**config.mk**
```make
export PLATFORM = sky130hd
export DESIGN_NAME = regfile_wb_queue
export DESIGN_NICKNAME = d
export VERILOG_FILES = /design/src/rtl/regfile_wb_queue.sv
export SDC_FILE = /design/constraint.sdc
export NUM_CORES = 1
export LEC_CHECK = 0
export BUFFER_PORTS_ARGS = -buffer_cell sky130_fd_sc_hd__buf_2
export CAP_MARGIN = 5
export CORE_ASPECT_RATIO = 1.25
export CORE_UTILIZATION = 35
export DETAILED_ROUTE_END_ITERATION = 10
export SKIP_LAST_GASP = 1
export SLEW_MARGIN = 20
export SYNTH_ARGS = -nofsm -noshare
export SYNTH_HDL_FRONTEND = slang
export SYNTH_SLANG_ARGS = --single-unit
```
**constraint.sdc**
```tcl
create_clock -name clk -period 2.35 [get_ports clk]
set_clock_uncertainty 0.2 [all_clocks]
set_input_delay 0.235 -clock clk [delete_from_list [all_inputs] [get_ports clk]]
set_output_delay 0.235 -clock clk [all_outputs]
set_load 0.02 [all_outputs]
```
**src/rtl/regfile_wb_queue.sv**
```systemverilog
// Write-back queue for a 4x16 register file: buffers execute-stage writes, drains one per cycle
// through a registered write port, and forwards pending data to two read lookups.
module regfile_wb_queue #(
  parameter int DATA_W = 16,
  parameter int ADDR_W = 2,
  parameter int DEPTH  = 4
) (
  input  logic                     clk,
  input  logic                     reset,
  input  logic                     flush,
  input  logic                     wb_valid,
  output logic                     wb_ready,
  input  logic [ADDR_W-1:0]        wb_reg,
  input  logic [DATA_W-1:0]        wb_data,
  input  logic                     rf_stall,
  output logic [ADDR_W-1:0]        rf_wreg,
  output logic [DATA_W-1:0]        rf_wdata,
  output logic                     rf_write_en,
  input  logic [ADDR_W-1:0]        q_reg1,
  input  logic [ADDR_W-1:0]        q_reg2,
  output logic                     hit1,
  output logic                     hit2,
  output logic [DATA_W-1:0]        fwd1,
  output logic [DATA_W-1:0]        fwd2,
  output logic [$clog2(DEPTH):0]   count
);

  localparam int PTR_W = $clog2(DEPTH);
  localparam int CNT_W = PTR_W + 1;

  logic [ADDR_W-1:0] reg_mem_q  [DEPTH];
  logic [DATA_W-1:0] data_mem_q [DEPTH];

  logic [PTR_W-1:0]  head_q, head_d;
  logic [PTR_W-1:0]  tail_q, tail_d;
  logic [CNT_W-1:0]  count_q, count_d;
  logic [ADDR_W-1:0] rf_wreg_q, rf_wreg_d;
  logic [DATA_W-1:0] rf_wdata_q, rf_wdata_d;
  logic              rf_en_q, rf_en_d;
  logic              push, pop;

  assign wb_ready    = !reset && (count_q < CNT_W'(DEPTH));
  assign push        = wb_valid && wb_ready && !flush;
  assign pop         = (count_q != '0) && !rf_stall && !flush;
  assign rf_wreg     = rf_wreg_q;
  assign rf_wdata    = rf_wdata_q;
  assign rf_write_en = rf_en_q;
  assign count       = count_q;

  always_comb begin
    head_d     = head_q;
    tail_d     = tail_q;
    count_d    = count_q;
    rf_wreg_d  = rf_wreg_q;
    rf_wdata_d = rf_wdata_q;
    rf_en_d    = 1'b0;
    if (flush) begin
      head_d  = '0;
      tail_d  = '0;
      count_d = '0;
    end else begin
      if (pop) begin
        head_d     = head_q + 1'b1;
        rf_wreg_d  = reg_mem_q[head_q];
        rf_wdata_d = data_mem_q[head_q];
        rf_en_d    = 1'b1;
      end
      if (push) begin
        tail_d = tail_q + 1'b1;
      end
      case ({push, pop})
        2'b10:   count_d = count_q + 1'b1;
        2'b01:   count_d = count_q - 1'b1;
        default: count_d = count_q;
      endcase
    end
  end

  always_ff @(posedge clk or posedge reset) begin
    if (reset) begin
      head_q     <= '0;
      tail_q     <= '0;
      count_q    <= '0;
      rf_wreg_q  <= '0;
      rf_wdata_q <= '0;
      rf_en_q    <= 1'b0;
    end else begin
      head_q     <= head_d;
      tail_q     <= tail_d;
      count_q    <= count_d;
      rf_wreg_q  <= rf_wreg_d;
      rf_wdata_q <= rf_wdata_d;
      rf_en_q    <= rf_en_d;
    end
  end

  // Storage needs no reset: count gates which slots are meaningful.
  always_ff @(posedge clk) begin
    if (push) begin
      reg_mem_q[tail_q]  <= wb_reg;
      data_mem_q[tail_q] <= wb_data;
    end
  end

  // Scan oldest to youngest so the youngest match overrides; output stage is the weakest candidate.
  always_comb begin
    hit1 = 1'b0;
    hit2 = 1'b0;
    fwd1 = '0;
    fwd2 = '0;
    if (rf_en_q && rf_wreg_q == q_reg1) begin
      hit1 = 1'b1;
      fwd1 = rf_wdata_q;
    end
    if (rf_en_q && rf_wreg_q == q_reg2) begin
      hit2 = 1'b1;
      fwd2 = rf_wdata_q;
    end
    for (int k = 0; k < DEPTH; k++) begin
      if (k < int'(count_q)) begin
        if (reg_mem_q[head_q + PTR_W'(k)] == q_reg1) begin
          hit1 = 1'b1;
          fwd1 = data_mem_q[head_q + PTR_W'(k)];
        end
        if (reg_mem_q[head_q + PTR_W'(k)] == q_reg2) begin
          hit2 = 1'b1;
          fwd2 = data_mem_q[head_q + PTR_W'(k)];
        end
      end
    end
  end

endmodule

```
== Word level (Yosys, flattened, before mapping) ==
Memory sizes are Yosys's and may differ from the RTL's.
Index checks and enable logic that the tools add are counted.

* Register bits after elaboration: 26
* RAM bits: 72
* Input bits: 27
* Output and inout port bits: 57
* Memories: 2

{| class="wikitable"
|+ Memories
! memory !! words !! width !! read ports !! clocked after Yosys merged registers in !! write ports !! RTL line !! RTL
|-
| data_mem_q || 4 || 16 || 4 || 0 || 1 || 32 || <nowiki>logic [DATA_W-1:0] data_mem_q [DEPTH];</nowiki>
|-
| reg_mem_q || 4 || 2 || 4 || 0 || 1 || 31 || <nowiki>logic [ADDR_W-1:0] reg_mem_q [DEPTH];</nowiki>
|}

* $add $sub $neg: 6
* Order comparisons: 5
* Equality and inequality tests: 12
* Multiplexer cells: 46
* Bitwise operators: 1
* Reduce and logical (&&, ||, !) cells: 15

{| class="wikitable"
|+ Operators by type and width
! cell !! number
|-
| $mux W16 || 18
|-
| $mux W1 || 22
|-
| $eq A2 B2 Y1 || 10
|-
| $mux W2 || 4
|-
| $logic_and A1 B1 Y1 || 7
|-
| $lt A1 B3 Y1 const A || 2
|-
| $lt A2 B3 Y1 const A || 2
|-
| $pmux W3 S2 || 1
|-
| $reduce_bool A3 Y1 || 2
|-
| $add A2 B1 Y2 const B || 2
|-
| $add A2 B2 Y2 const B || 2
|-
| $reduce_bool A2 Y1 || 2
|-
| $add A3 B1 Y3 const B || 1
|-
| $logic_not A1 Y1 || 3
|-
| $lt A3 B3 Y1 const B || 1
|-
| $mux W3 || 1
|-
| $sub A3 B1 Y3 const B || 1
|-
| $eq A2 B1 Y1 const B || 1
|-
| $eq A2 B2 Y1 const B || 1
|-
| $reduce_and A2 Y1 || 1
|-
| $not A1 Y1 || 1
|}

== Depth between registers and ports, before layout ==
Gate-level depths: netlist (run 1).

* Word-level depth: 11
* Gate-level depth with buffers: 9
* Gate-level depth less buffers: 7

== Worst setup path after synthesis (run 1) ==
Ideal clock, no wire load.

* Path type: register -> output
* From: register head_q[0]
* To: output port fwd1[4]
* Data arrival time: 2.424 ns
* Required time: 1.915 ns
* Setup slack: -0.509 ns
* Stages on the path, launching flop included: 9
* Path buffers: 3
* Cells stage by stage: dfrtp_1 > buf_6 > buf_6 > mux4_2 > xor2_1 > nor3_4 > buf_6 > a221oi_1 > o31ai_1

* Word-level cells in the longest chain between the ends: 10

{| class="wikitable"
|+ Ends and longest elaborated chain
! what !! RTL line !! RTL
|-
| from (decl) || 34 || <nowiki>logic [PTR_W-1:0] head_q, head_d;</nowiki>
|-
| from (signal assigned) || 81 || <nowiki>head_q <= '0;</nowiki>
|-
| from (signal assigned) || 88 || <nowiki>head_q <= head_d;</nowiki>
|-
| branches (longest 9 deep; another with $add A2 B1 Y2) || - ||
|-
| $mux W16 * || 120 || <nowiki>if (k < int'(count_q)) begin</nowiki>
|-
| to (decl) || 23 || <nowiki>output logic [DATA_W-1:0] fwd1,</nowiki>
|}

Every way passes the cells marked *.

== Worst setup path after layout (run 1) ==
* From: register head_q[0]
* To: output port fwd1[8]

The elaborated chain is that of the path after synthesis.

==> results of run 1 <==
==> cells in the final DEF, fill, tap and decap left out, types with 5 or more instances in the layout <==
cell type,synthesis,layout
mux2i_1,122,122
edfxtp_1,72,72
a221oi_4,0,16
o31ai_2,2,5
mux2_2,34,34
nor2b_1,12,12
o31ai_4,0,29
buf_12,0,26
mux4_2,8,8
buf_2,18,70
clkbuf_16,0,12
a221oi_2,8,15
a211oi_1,11,11
buf_4,1,81
nor2_1,40,40
dfrtp_1,26,23
nor4_1,32,30
inv_1,7,7
buf_6,5,10
a21oi_1,28,25
ha_1,8,8
xnor2_1,17,17
dlygate4sd3_1,0,22
==> synth_stat cells, types with 2 or more instances <==
cell	number
inv_1	7
and2_1	4
or4_1	2
nand3_1	3
o31a_4	2
o31ai_2	2
nor2b_1	12
a221oi_2	8
and3_1	4
nor4_1	32
o21ai_0	2
ha_1	8
nor3_4	2
nor2_1	40
mux4_2	8
dfrtp_1	26
edfxtp_1	72
a211oi_1	11
mux2i_1	122
o31ai_1	32
nand2_1	3
xor2_1	9
a21oi_1	28
a221oi_1	25
mux2_2	34
xnor2_1	17
clkbuf_1	26
buf_6	5
buf_2	18
nand3_2	2
==> layer usage <==
metal	share of wire [%]	GRT usage (%)	vias to the layer above
li1	-	-	2621
met1	46	26.6	2722
met2	49	32.8	147
met3	3.9	3.49	22
met4	1.8	6.45	0
met5	0	0	-
==> logic make-up (layout without fill, tap and decap cells) <==
kind of cell | after synthesis | count (layout) | synth area share [%]
mux | 164 | 164 | 26.7
compound gates | 111 | 112 | 13.2
simple gates | 108 | 108 | 8.91
flops | 98 | 98 | 42.1
buf+inv | 58 | 236 | 4.21
xor+xnor | 26 | 26 | 3.41
fa+ha+maj | 8 | 8 | 1.50
==> what timing repair did <==
item | CTS | global route
setup buffers | 6 | 15
gates cloned | 1 | 3
resized for setup | 20 | 38
setup endpoints to repair | 34 | 111
hold buffers | 22 | 0
hold endpoints to repair | 105 | 0
pin swaps | 0 | 16
==> per-stage QoR <==
step | instance area [sq um] | hold WS (ns) | cells
2_1_floorplan | 7270 | 0.0750 | 573
3_3_place_gp | 8580 | 0.141 | 922
3_5_place_dp | 8580 | 0.146 | 922
4_1_cts | 9330 | 0.152 | 967
5_1_grt | 9800 | 0.175 | 984
6_report | 9800 | 0.163 | 984
==> tightest hold or removal path: stages <==
cell and delay [ns]:
buf_2 0.10, a21oi_2 0.04, buf_4 0.15, xnor2_1 0.13, nor2_1 0.04
==> final cells by class <==
class / instances / area [sq um]
repair buffers: 213 / 1910
flip-flops and latches: 98 / 2820
well taps: 232 / 290
multi-input cells: 418 / 4460
inverters: 7 / 26.3
clock buffers: 9 / 225
fillers: 1561 / 8910
clock inverters: 7 / 61.3
==> registers in the layout, indices dropped and copies added (netlist names) <==
| register | count |
|---|---|
| tail_q | 2 |
| reg_mem_q | 8 |
| rf_wdata | 16 |
| head_q | 2 |
| rf_write_en | 1 |
| count | 3 |
| data_mem_q | 64 |
| rf_wreg | 2 |
==> worst paths after layout <==
check	startpoint	end	slack (ns)	cells past startpoint
worst max register to register	count[2]	tail_q[1]	0.07	6
max in group asynchronous	reset	head_q[0]	1.32	4
min in group asynchronous	reset	tail_q[1]	0.31	4
worst min-delay path	rf_stall	head_q[0]	0.16	5
worst min register to register	rf_wreg[1]	rf_wreg[1]	0.42	1
worst max-delay path	head_q[0]	fwd1[8]	-0.89	6
==> report_power, final <==
part / switching, uW / total (uW) / leakage [uW] / internal [uW]
logic: 4250 / 7820 / 0.00260 / 3570
registers: 362 / 2460 / 0.000966 / 2100
clock network: 708 / 1450 / 0.000141 / 740
==> results.cfg, run 1 <==
[drt]
drt_iter0_drc = 339
num_vias = 5512
vias_per_cell = 5.60
ant_nets = 0
drc = 7
wl_um = 19900
drt_first_pass_iters = 7
wl_per_cell_um = 20.2

[synthesis]
synth.distinct_cells = 37
yosysTopAreaCellShare_pct = 32.4
synth.area.top_cells = edfxtp_1, mux2i_1, dfrtp_1, mux2_2, o31ai_1
synth-seq-cells = 98
synth_area_sq_mm = 0.00668
synthCells = 573
ys.flop_type = edfxtp_1
synth_top_area_cell = edfxtp_1
synth_edf_count = 72
seq_area_frac_synth_pct = 42.1
synthArstFlopShare_pct = 26.5
avgSynthCellArea_sq_um = 11.7
yosys_warnings = 0
syn-num-nets = 608

[cts]
cts.sinks = 98
clock_path_buffers = 2
clk_latency_ns = 0.35
cts_made_buffers = 9
root_buffer = clkbuf_16
cts.clk_slew.worst_paths_ns = 0.07
htreeDepth = 3
cts_tree = built

[cells_and_area]
final_nets = 782
drive_gt1_share_pct = 45.3
area_delta_synth_final_pct = 46.7
num_antenna_cells = 0
fin_util_pct = 52.4

[pwr]
irDropWorstVdd_mv = 0.488
p_per_area_mw_per_mm2 = 1200
leakage_uw = 0.00371
finalPower_uw = 11700

[placement]
place_congestion = 0.877
place_hpwl_um = 14400
dp_slack_ns = -0.563
io_buffers = 83

[timing]
tns_ns = -28.72
finalCritPeriodShare_pct = 138
rsz0062_at_grt = true
slew_viol_final = 0
setup_slack_ns = -0.895
hold_viol = 0
relSlewSlack_pct = 65.5
setup-violations-final = 34
fmax_mhz = 308
period_needed_ns = 3.24
worst_pin_slew_ns = 0.503

[floorplanning]
rows = 56
pin_count = 84
start_util_pct = 35.7
fp.dieH_um = 156
die_w_um = 126
dieArea_sq_mm = 0.0197
core_area_sq_mm = 0.0187

[critical_path]
critPathRequiredTime_ns = 1.91
worst-path-buf-inv = 1
worstSetupStartpointType = flip-flop
cpPeakStageDelay_ns = 0.59
cpLargestDelayFamily = compound AO/OA/AOI/OAI gates
critPathKind = reg -> out
crit_path_end_kind = output port
crit_slowest_cell = mux4_2
arrival_ns = 2.81
critPathMaxFanout = 16
crit_chain = mux4_2 -> xor2_1 -> o31a_4 -> a221oi_2 -> o31ai_4 -> buf_2

[outcome]
status = finished with violations
violations = DRC, setup timing

[global_route]
antenna_found_initial = 0
grt_pass1_vias = 5235
grt_util_all_layers_pct = 19.9
overflow = 0
grt_first_pass_wirelength_um = 29800
grt_max_degree = 78

[worst_hold_path]
hp-class = in -> reg

[job]
max_cap_viol_count = 0
(Power assumes the default switching activity.)
==> run 2: changes to the inputs <==
- CORE_UTILIZATION: 35 -> 50
- PLACE_DENSITY: unset -> 0.73
==> run 2 against run 1 <==
Compared with the run above: the run ends with setup timing left; die area decreased by 30%; critical endpoint is now fwd2[9]; total power is 5.3% higher; largest cell class unchanged; clock power about the same; register-to-register slack about the same; sequential share of layout area barely moved; largest power group unchanged; routed wire length up 8.1%; fmax down 0.39%; cell area about the same; critical path depth rose by 2.
==> results.cfg, run 2 (synthesis results as in run 1) <==
[pwr]
irDropWorstVdd_mv = 1.15
internal-power_uw = 6660
pwr-share-comb_pct = 68.1
clockPowerShare_pct = 11.5
leakage_uw = 0.00355
switchingPower_uw = 5680
p_seq_share_pct = 20.3
switching_share_pct = 46.0
p_per_area_mw_per_mm2 = 1260

[outcome]
status = finished with violations
violations = setup timing

[floorplanning]
start_util_pct = 52.1
dieArea_sq_mm = 0.0138
rows = 46
pin_count = 84
core_area_sq_mm = 0.0128
fp.dieH_um = 131
die_w_um = 105

[drt]
ant_nets = 0
vias_per_cell = 6.39
wl_per_cell_um = 23.8
drt_iter0_drc = 394
wl_um = 21500
num_vias = 5785
drt_first_pass_iters = 5
drc = 0

[cells_and_area]
area_delta_synth_final_pct = 46.6
final_area_sq_mm = 0.00979
largest_register_ffs = 64
top_register = data_mem_q
fin_util_pct = 76.3
final_nets = 768
layout_commonest_cell = mux2i_1
num_antenna_cells = 0
drive_gt1_share_pct = 48.0
layout_common_cells = mux2i_1, edfxtp_1, buf_4, buf_2, nor2_1

[placement]
dp_slack_ns = -0.563
dpl_cell_area_sq_mm = 0.00846
io_buffers = 83
place_congestion = 0.851
place_hpwl_um = 14300

[cts]
cts_made_buffers = 9
root_buffer = clkbuf_16
clock_path_buffers = 2
clk_latency_ns = 0.35
cts.clk_slew.worst_paths_ns = 0.07
htreeDepth = 3
cts.sinks = 98
cts_tree = built

[global_route]
grt_util_all_layers_pct = 31.1
grt_first_pass_wirelength_um = 32000
antenna_found_initial = 0
grt_pass1_vias = 5938
grt_max_degree = 76
overflow = 0

[critical_path]
critPathKind = reg -> out
critPathMaxFanout = 16
arrival_ns = 2.82
rrSetupSlack_ns = 0.08
critPathRequiredTime_ns = 1.91
crit_path_end_kind = output port
worstSetupStartpointType = flip-flop

[timing]
setup_slack_ns = -0.908
worst_pin_slew_ns = 0.503
slew_viol_final = 0
fmax_mhz = 307
hold_viol = 0
rsz0062_at_grt = true
setup-violations-final = 34
relSlewSlack_pct = 65.5
finalCritPeriodShare_pct = 139
period_needed_ns = 3.26
tns_ns = -28.54
fin_hold_ws_ns = 0.173

[worst_hold_path]
hp-class = in -> reg

[job]
max_cap_viol_count = 0
[run 2: final timing paths]
kind / startpoint / to / cells past startpoint
worst max-delay path: head_q[0] / fwd2[9] / 8
worst min-delay path: rf_stall / head_q[0] / 5
worst max register to register: count[2] / tail_q[1] / 6
worst min register to register: rf_wreg[0] / rf_wreg[0] / 1
max in group asynchronous: reset / head_q[1] / 4
min in group asynchronous: reset / tail_q[1] / 4
[run 2: what timing repair did]
item | 4_1_cts | 5_1_grt
pin swaps | 16 | 8
gates resized for setup | 63 | 44
setup endpoints to repair | 34 | 75
buffers inserted | 7 | 9
hold endpoints to repair | 105 | 0
hold buffers | 22 | 0
gates cloned | 2 | 0
[run 2: area by class of cell]
cell class	instances	area [sq um]
Sequential cell	98	2820
Clock inverter	6	50.0
Multi-Input combinational cell	419	4710
Tap cell	168	210
Timing Repair Buffer	198	1750
Inverter	7	26.3
Clock buffer	9	225
Fill cell	770	3040
[run 2: power groups by stage]
stage / registers, uW / logic, uW / clock network (uW)
detailed placement: 2460 / 7070 / 0
finish: 2510 / 8410 / 1420
global route: 2540 / 8760 / 1500
global placement: 2440 / 6890 / 0
floorplan: 2590 / 4510 / 0
CTS: 2480 / 7840 / 1430
[run 2: metrics by stage]
stage	power (uW)	std cells
after global placement	9330	850
after CTS	11700	896
final	12300	905
after detailed placement	9530	850
after global routing	12800	905
after floorplan	7090	573
[run 2: worst max-delay path, cell delays in order, from the launching register on]
cell	delay, ns
dfrtp_4	0.49
buf_4	0.14
mux4_2	0.55
xnor2_1	0.28
nand3_2	0.19
buf_12	0.21
mux2i_2	0.31
o31ai_4	0.12
buf_2	0.17
[run 2: per-layer routing]
metal	up-vias	global-route usage, %	share of wire, %
li1	2587	-	-
met1	2865	31.6	34
met2	243	57.5	55
met3	90	3.52	3.9
met4	0	23.2	6.8
met5	-	0	0
==> run 3: changes to the inputs <==
- CTS_BUF_LIST: unset -> sky130_fd_sc_hd__clkbuf_4 sky130_fd_sc_hd__clkbuf_8
==> run 3 against run 2 <==
Compared with the run above: the flow still finishes with violations (setup timing); routed wire length up 6.1%; critical path type unchanged; fmax down 5.7%; sequential share of layout area down 0.79 points; sequential power about the same; critical endpoint is now fwd1[0]; highest routed layer unchanged; clock-buffer cell count unchanged; combinational power up 6.3%.
==> results.cfg, run 3 (synthesis results as in run 1) <==
[timing]
worst_pin_slew_ns = 0.532
finalCritPeriodShare_pct = 147
relSlewSlack_pct = 63.5
period_needed_ns = 3.46
fin_hold_ws_ns = 0.142
tns_ns = -31.07
setup_slack_ns = -1.11
fmax_mhz = 289
hold_viol = 0
rsz0062_at_grt = true
slew_viol_final = 0
setup-violations-final = 34

[cts]
cts_made_buffers = 9
cts.sinks = 98
clock_path_buffers = 2
cts_tree = built
root_buffer = clkbuf_8
clk_latency_ns = 0.37
cts.clk_slew.worst_paths_ns = 0.09
htreeDepth = 3

[drt]
drt_iter0_drc = 454
num_vias = 5978
vias_per_cell = 6.50
drt_first_pass_iters = 5
drc = 0
wl_per_cell_um = 24.8
ant_nets = 0
wl_um = 22800

[floorplanning]
rows = 46
dieArea_sq_mm = 0.0138
die_w_um = 105
pin_count = 84
start_util_pct = 52.1
core_area_sq_mm = 0.0128
fp.dieH_um = 131

[critical_path]
critPathKind = reg -> out
worstSetupStartpointType = flip-flop
worst-path-buf-inv = 4
crit_chain = buf_12 -> buf_6 -> mux4_2 -> xnor2_2 -> nand3_2 -> buf_12 -> mux2i_2 -> o31ai_2 -> buf_4
crit_path_end_kind = output port
critPathRequiredTime_ns = 1.91
critPathMaxFanout = 13
cp_common_cell = buf_12
cpPeakStageDelay_ns = 0.53
cpLargestDelayFamily = multiplexers
crit_slowest_cell = dfrtp_4
arrival_ns = 3.02

[global_route]
antenna_found_initial = 0
grt_max_degree = 76
grt_util_all_layers_pct = 31.6
grt_pass1_vias = 6028
grt_first_pass_wirelength_um = 32700
overflow = 0

[pwr]
finalPower_uw = 12500
leakage_uw = 0.00359
p_per_area_mw_per_mm2 = 1240
irDropWorstVdd_mv = 1.06

[cells_and_area]
area_delta_synth_final_pct = 50.7
final_nets = 782
num_antenna_cells = 0
final_area_sq_mm = 0.0101
drive_gt1_share_pct = 49.9
layout_commonest_cell = mux2i_1
largest_register_ffs = 64
layout_common_cells = mux2i_1, buf_4, edfxtp_1, buf_2, nor2_1
top_register = data_mem_q
nFillCells = 710

[worst_hold_path]
hp-class = in -> reg

[outcome]
violations = setup timing
status = finished with violations

[job]
max_cap_viol_count = 0

[placement]
place_congestion = 0.851
dpl_cell_area_sq_mm = 0.00846
place_hpwl_um = 14300
io_buffers = 83
run 3: cell count changes in the layout (fill, tap and decap cells not counted), moves of 7 or more:
cell,previous run,this run
clkbuf_8,0,9
clkbuf_16,9,1
mux2i_4,2,9
mux2i_1,108,99
buf_6,16,31
buf_2,64,51
run 3: report_power, final:
part           internal (uW)  total (uW)  switching, uW
Combinational           4170        8940           4770
Clock                    395        1030            634
Sequential              2100        2520            416
Total                   6660       12500           5820
run 3: path summary, 6_finish.rpt:
path	to	cells after the start	slack (ns)	start
max in group asynchronous	head_q[1]	4	1.36	reset
min reg2reg	rf_wdata[15]	1	0.43	rf_wdata[15]
max	fwd1[0]	9	-1.11	head_q[0]
min in group asynchronous	tail_q[0]	4	0.29	reset
max reg2reg	tail_q[1]	6	0.09	count[2]
min	head_q[0]	5	0.14	rf_stall
run 3: metrics by stage:
stage,utilization [%],instances,worst slack [ns]
final,78.5,919,-1.11
after global routing,78.5,919,-1.22
after CTS,75.2,905,-0.933
after detailed placement,65.9,850,-0.563
after global placement,65.9,850,-0.483
after floorplan,-,573,-0.335
run 3: layer usage:
metal  up-vias  global-route usage, %  part of all wire, %
li1       2618                      -                    -
met2       276                   57.7                   54
met1      2982                   32.7                   34
met3       102                   3.52                  4.7
met4         0                   23.6                  7.2
met5         -                      0                    0
run 3: repair_timing:
item	CTS	global route
pin swaps	22	24
resized for setup	102	49
hold buffers	22	0
buffers inserted	14	14
endpoints found under the hold margin	105	0
setup endpoints to repair	34	65
cloned	4	1
run 3: area by class of cell:
type                       instances  area, sq um  share of cell area, %
inverter                           7         26.3                  0.261
tap                              168          210                   2.09
sequential                        98         2820                   28.0
multi-input combinational        419         4790                   47.6
timing repair buffer             212         2050                   20.3
clock inverter                     6         50.0                  0.497
clock buffer                       9          124                   1.23
run 3: worst min-delay path, cell delays in order:
cell	delay, ns
buf_2	0.10
a21oi_2	0.04
buf_4	0.15
xnor2_1	0.13
nor2_1	0.04
